File: src/rtl/alu_arbiter.sv
// Round-robin arbiter that shares one registered-output ALU among NUM_REQ requesters.
// Optional performance counters (perf_ops, perf_stall) are enabled by defining ALU_ARB_PERF_EN.

package definitions;
    typedef enum logic [2:0] {
        ADD = 3'd0,
        SUB = 3'd1,
        MUL = 3'd2,
        AND = 3'd3,
        OR  = 3'd4,
        XOR = 3'd5
    } opcode_t;

    typedef struct packed {
        opcode_t     opc;
        logic [31:0] a;
        logic [31:0] b;
    } instruction_t;
endpackage

module alu_arbiter
    import definitions::*;
#(
    parameter int NUM_REQ     = 4,
    parameter int MUL_LATENCY = 3
) (
    input  logic                         clock,
    input  logic                         reset,
    input  logic [NUM_REQ-1:0]           req_valid,
    output logic [NUM_REQ-1:0]           req_ready,
    input  instruction_t [NUM_REQ-1:0]   req_iw,
    output instruction_t                 alu_iw,
    input  logic [31:0]                  alu_result,
    output logic                         rsp_valid,
    input  logic                         rsp_ready,
    output logic [$clog2(NUM_REQ)-1:0]   rsp_id,
    output logic [31:0]                  rsp_result,
    output logic                         busy
`ifdef ALU_ARB_PERF_EN
    ,
    output logic [31:0]                  perf_ops,
    output logic [31:0]                  perf_stall
`endif
);

    localparam int IDW  = $clog2(NUM_REQ);
    localparam int CNTW = $clog2(MUL_LATENCY + 1);

    typedef enum logic [1:0] {
        IDLE,
        EXEC,
        RESP
    } state_t;

    state_t          state;
    state_t          nextState;
    logic [IDW-1:0]  rrPtr;
    logic [IDW-1:0]  grantIdx;
    logic            grantFound;
    logic            transfer;
    logic [CNTW-1:0] cnt;
    logic [CNTW-1:0] startCnt;
    int              idx;

    // Search upward from the requester after the last winner, wrapping at NUM_REQ.
    always_comb begin
        grantFound = 1'b0;
        grantIdx   = '0;
        idx        = 0;
        for (int i = 1; i <= NUM_REQ; i++) begin
            idx = int'(rrPtr) + i;
            if (idx >= NUM_REQ) begin
                idx = idx - NUM_REQ;
            end
            if (!grantFound && req_valid[IDW'(idx)]) begin
                grantFound = 1'b1;
                grantIdx   = IDW'(idx);
            end
        end
    end

    assign startCnt = (req_iw[grantIdx].opc == MUL) ? CNTW'(MUL_LATENCY) : CNTW'(1);
    assign transfer = |(req_valid & req_ready);
    assign busy     = (state != IDLE);

    always_ff @(posedge clock or posedge reset) begin
        if (reset) begin
            state <= IDLE;
        end else begin
            state <= nextState;
        end
    end

    always_comb begin
        nextState = state;
        req_ready = '0;
        case (state)
            IDLE: begin
                if (grantFound) begin
                    req_ready[grantIdx] = 1'b1;
                    nextState           = EXEC;
                end
            end
            EXEC: begin
                if (cnt == '0) begin
                    nextState = RESP;
                end
            end
            RESP: begin
                if (rsp_ready) begin
                    nextState = IDLE;
                end
            end
            default: nextState = IDLE;
        endcase
    end

    // The ALU result is sampled only once the opcode's latency has fully elapsed.
    always_ff @(posedge clock or posedge reset) begin
        if (reset) begin
            alu_iw     <= '0;
            rsp_valid  <= 1'b0;
            rsp_id     <= '0;
            rsp_result <= '0;
            cnt        <= '0;
            rrPtr      <= IDW'(NUM_REQ - 1);
        end else begin
            case (state)
                IDLE: begin
                    if (transfer) begin
                        alu_iw <= req_iw[grantIdx];
                        rsp_id <= grantIdx;
                        rrPtr  <= grantIdx;
                        cnt    <= startCnt;
                    end
                end
                EXEC: begin
                    if (cnt != '0) begin
                        cnt <= cnt - 1'b1;
                    end else begin
                        rsp_result <= alu_result;
                        rsp_valid  <= 1'b1;
                    end
                end
                RESP: begin
                    if (rsp_ready) begin
                        rsp_valid <= 1'b0;
                    end
                end
                default: ;
            endcase
        end
    end

`ifdef ALU_ARB_PERF_EN
    always_ff @(posedge clock or posedge reset) begin
        if (reset) begin
            perf_ops   <= '0;
            perf_stall <= '0;
        end else begin
            if (rsp_valid && rsp_ready && (perf_ops != 32'hFFFF_FFFF)) begin
                perf_ops <= perf_ops + 32'd1;
            end
            if (rsp_valid && !rsp_ready && (perf_stall != 32'hFFFF_FFFF)) begin
                perf_stall <= perf_stall + 32'd1;
            end
        end
    end
`endif

endmodule

File: config.mk
export PLATFORM = sky130hd
export DESIGN_NAME = alu_arbiter
export DESIGN_NICKNAME = d
export VERILOG_FILES = /design/src/rtl/alu_arbiter.sv
export SDC_FILE = /design/constraint.sdc
export NUM_CORES = 1
export LEC_CHECK = 0
export ABC_CLOCK_PERIOD_IN_PS = 9100
export CAP_MARGIN = 20
export CORE_AREA = 2 2 163 165
export CTS_CLUSTER_DIAMETER = 60
export DETAILED_ROUTE_END_ITERATION = 12
export DIE_AREA = 0 0 165 167
export GPL_TIMING_DRIVEN = 0
export SYNTH_ARGS = -nofsm -noshare
export SYNTH_HDL_FRONTEND = slang
export SYNTH_SLANG_ARGS = --single-unit
File: constraint.sdc
create_clock -name clock -period 9.1 [get_ports clock]
set_input_delay 1.82 -clock clock [delete_from_list [all_inputs] [get_ports clock]]
set_output_delay 1.82 -clock clock [all_outputs]
set_load 0.01 [all_outputs]
-- After elaboration in Yosys (flattened, before gate mapping)
Cells that the tools add are included.
- flip-flop bits (word level): 108
- input bits: 307
- output and inout bits: 107
- word-level logic and storage cells: 99
- mux-type cells: 41
- bitwise gates (word level): 2
- equality and inequality tests: 9
- add/sub/neg operators: 9
- reductions and logical operators: 19
- order comparisons: 10
- operator list (cell ; number):
    $bmux 67 s2 ; 1
    $mux 67 ; 1
    $mux 2 ; 14
    $lt 2x4->1 const B ; 4
    $mux 1 ; 15
    $ne 2x2->1 const B ; 6
    $sub 2x1->2 const B ; 5
    $ge 3x3->1 const B ; 3
    $reduce_and 3->1 ; 3
    $bmux 1 s2 ; 4
    $mux 4 ; 2
    $reduce_bool 2->1 ; 4
    $add 2x2->3 const B ; 2
    $pmux 2 s3 ; 1
    $add 2x3->4 const B ; 1
    $and 4x4->4 ; 1
    $ge 4x3->1 const B ; 1
    $logic_and 1x1->1 ; 4
    $logic_not 2->1 ; 2
    $pmux 2 s2 ; 1
    $reduce_and 2->1 ; 2
    $reduce_or 4->1 ; 1
    $add 2x1->3 const B ; 1
    $eq 3x2->1 const B ; 1
    other kinds (8) ; 10

-- Longest topological paths before layout
- depth in word-level cells: 26
- mapped depth: 8
- gate-level depth less buffers: 6

-- Worst setup path after synthesis
Ideal clock, no wire load.
- path kind: input to output
- start point: in req_valid[3]
- end point: out req_ready[0]
- data required time: 7.280 ns
- path buffers: 3
- stages: 6
- data arrival time: 3.214 ns
- slack: 4.066 ns
- cells stage by stage: buf_2 > or3_1 > o211ai_1 > clkbuf_1 > buf_1 > and2_1
- longest elaborated chain between the ends: 19
- elaborated cells on any way between the ends: 33
- classes of those cells: 2 x order compare; 24 x mux; 7 x reduce/logical
- RTL lines (element ; RTL line ; source):
    start, declared ; 29 ; input logic [NUM_REQ-1:0] req_valid,
    $bmux 1 s2 ; 75 ; if (!grantFound && req_valid[IDW'(idx)]) begin
    $mux 1 (implied by the code) (2 in a row) ; 75 ;
    $mux 1 ; 75 ;
    $logic_not 1->1 ; 75 ;
    $logic_and 1x1->1 ; 75 ;
    $mux 1 ; 75 ;
    $logic_not 1->1 ; 75 ;
    $logic_and 1x1->1 ; 75 ;
    [... 2 more ...] ; -- ;
    $logic_and 1x1->1 ; 75 ;
    $mux 2 ; 75 ;
    $lt 2x3->1 (implied by the code) / $ge 2x1->1 (equally long branches) ; 100 ; req_ready[grantIdx] = 1'b1;
    $logic_and 1x1->1 (implied by the code) ; 100 ;
    $mux 1 (implied by the code) ; 100 ;
    $demux 1 s2 ; 100 ;
    $mux 4 * ; 99 ; if (grantFound) begin
    $mux 4 * ; 97 ; case (state)
    end, declared ; 30 ; output logic [NUM_REQ-1:0] req_ready,
Every way passes the cells marked *; elsewhere a longest branch is shown, timed or not. The select of a mux whose other input is x is not followed.

-- Final worst setup path
- start point: in req_valid[0]
- end point: out req_ready[3]
The elaborated chain is that of the path after synthesis.

==> results.md <==
* RR Endpoint: alu_iw[25]
* Status: finished clean
* Core area at 25800 µm²
* Global-route wire length before repair at roughly 37000 µm
* PwrDens at between 200 and 300 nW/µm²
* Final Cycle Share at 0.725
* Mean Syn Cell Area at about 10 µm²
* Slew @ Worst Pin at 0.745 ns
* GPL Wtd Cong at 0.833
* Clock buffer depth at 2
* Num ports at approximately 410
* RSZ-0062 raised after global routing: no
* Worst Path Max Fanout at 10
* CTS tree: yes
* Crit end category: output pin
* Setup Crit Path Kind: in -> out
* Netlist Area Pre-Place at 5520 µm²
* PostCTS Resize Cnt at 0
* Setup Buffers After CTS at 0
* Register area share after synthesis at 0.490
* Total power at around 3000 µW
* Fin util at 0.403
* Worst slew margin at 0.503
* Die W at about 170 µm
* Die area at 27600 µm²
* Synth Instances at 528
* Count of pins over their slew limit at 0
* Die Y at about 170 µm
* Nets@finish at approximately 1300
* Min-Delay Path Class: reg -> reg
* Final hold violation count at 0
* Share of cells above drive strength 1 at 0.114
* CP required at 7.28 ns
* Worst EP arrival at 4.78 ns
* Worst R2R Start: rrPtr[0]
* Peak VDD IR at 0.127 mV
* Syn Nets at 836
* Max Cap Viol at 0
* Routed length per instance at 19.7 µm
* Post-DP HPWL at 20100 µm
* DRT antenna net count at 0
* Hold wc startpoint: alu_iw[8]
* R2R depth at 8
* Drt total wl at 25400 µm
* # hold bufs at CTS at 0
* Post-synth top area cell: dfrtp_1
* FF-to-FF setup slack at 6.21 ns
* Vias in the first global route at 6410
* # setup viols final at 0
* Lkg Pwr at 0.00402 µW
* ANT cells at 0
* Achievable Freq at roughly 150 MHz
* Drt first-iter violations at 658
* Yosys warnings at 0
* Top-area cell type share of the netlist area at 0.480
* Clk root buf: clkbuf_16
* Via/cell ratio at 4.78
* Pin count of the biggest net entering global routing at 59
* Cts bufs inserted at 9
* H-tree depth at 3
* Layout area overhead at 88.2%
* Min-Delay Endpoint: alu_iw[8]
* Fin Clk Skew at approximately 0.011 ns
* Overflow after GRT at 0
* Clock-pin slew on the worst setup and hold paths at 0.08 ns
* Period minus WS final at ~6.6 ns
* Remaining DRCs at 0
* Final setup TNS at 0 ns
* Num rows at 59
* Synthesized flop and latch total at about 110
* CP startpoint kind: input port
* Post-synthesis cell type count at 38
* Fill cell count at 2575
* Starting Density at 0.214
* Vias at 6176
* Initial antenna violation count at 0
* Worst skew pair latency at between 0.3 and 0.4 ns
* First drt pass iteration count at 10
* Hold depth at 2
* Ranking of synthesized cells by area: dfrtp_1 (48%), mux2_2 (15%), a222oi_1 (12%), nand2_1 (4.9%), o21ai_0 (3.6%)
* GRT Resource Usage Total at 0.181
* Port-buffer cells at 411
* # clock sinks at 108
flip-flops by register name (all words and copies together), names as in the netlist:
register / flops
cnt: 2
rsp_id: 2
rrPtr: 2
state: 2
rsp_result: 32
alu_iw: 67
rsp_valid: 1
where the power goes:
part | leakage [µW] | total (µW) | internal [µW] | switching, µW
Combinational | 0.00260 | 1780 | 908 | 873
Sequential | 0.00128 | 851 | 730 | 122
Clock | 0.000144 | 409 | 196 | 213
Total | 0.00402 | 3040 | 1830 | 1210
routing by layer:
layer	up-vias	routed length, µm	GRT usage
met3	34	1900	0.0369
met1	2965	10400	0.226
met5	-	0	0
met2	310	12600	0.314
li1	2867	-	-
met4	0	529	0.0529
cell usage after synthesis:
library cell	instances
dfrtp_1	106
mux2_2	72
nand2_1	72
a222oi_1	65
o21ai_0	40
nor2_1	39
clkbuf_1	31
a31oi_1	28
buf_2	11
a21oi_1	9
inv_1	9
buf_1	8
mux2i_1	4
and2_1	3
dfstp_2	2
nand2b_1	2
nand3_1	2
nor2b_1	2
o211ai_1	2
o22ai_1	2
o31ai_1	2
a21boi_1	1
a21o_1	1
a221oi_1	1
a221oi_2	1
a2bb2oi_1	1
a311oi_2	1
and3_1	1
buf_6	1
ha_1	1
inv_2	1
nand3b_1	1
nor2_4	1
nor3_1	1
o21a_1	1
o21bai_1	1
or2_2	1
or3_1	1
per-stage QoR:
step	hold slack (ns)	setup WS [ns]	std cells	instance area [µm²]
finish	0.482	2.50	1291	10400
global route	0.511	2.37	1291	10400
CTS	0.488	2.49	1291	10400
detailed placement	0.470	2.51	1275	10100
global placement	0.461	2.54	1274	10100
floorplan	0.469	4.07	528	5520
cells by family after synthesis:
family	synth area share
mux	0.154
flops	0.490
fa+ha+maj	0.00227
buf+inv	0.0453
compound gates	0.216
simple gates	0.0929
area by class of cell:
| cell class | count | area [µm²] | area share |
|---|---|---|---|
| sequential | 108 | 2710 | 0.260 |
| clock buffer | 9 | 225 | 0.0217 |
| timing repair buffer | 412 | 4140 | 0.399 |
| multi-input combinational | 359 | 2570 | 0.247 |
| inverter | 10 | 42.5 | 0.00409 |
| clock inverter | 7 | 77.6 | 0.00747 |
| buffer | 51 | 213 | 0.0205 |
| tap | 335 | 419 | 0.0403 |
cell usage in the layout, fill, tap and decap left out, types with 2 or more instances in the layout:
master,instances
clkdlybuf4s50_1,411
dfrtp_1,106
nand2_1,72
mux2_2,72
a222oi_1,65
o21ai_0,40
nor2_1,39
clkbuf_1,31
a31oi_1,28
buf_2,11
a21oi_1,9
clkbuf_16,9
inv_1,8
buf_1,8
mux2i_1,4
and2_1,3
inv_6,3
nor2b_1,2
o22ai_1,2
o211ai_1,2
nand3_1,2
nand2b_1,2
o31ai_1,2
clkinv_8,2
dfstp_2,2
how the worst max path moves through the flow:
stage	cells past startpoint	from	to
2_1_floorplan	6	req_valid[3]	req_ready[0]
3_3_place_gp	2	reset	rsp_id[0]
3_5_place_dp	8	req_valid[0]	req_ready[3]
4_1_cts	8	req_valid[0]	req_ready[3]
5_1_grt	8	req_valid[0]	req_ready[3]
6_report	8	req_valid[0]	req_ready[3]
critical path, stage by stage:
cell and delay (ns):
clkdlybuf4s50_1 0.58, nor2_4 0.23, o21bai_1 0.09, a21boi_1 0.47, buf_2 0.47, buf_2 0.38, and2_1 0.18, clkdlybuf4s50_1 0.54
Note: power is estimated with default switching activity, not from simulation.
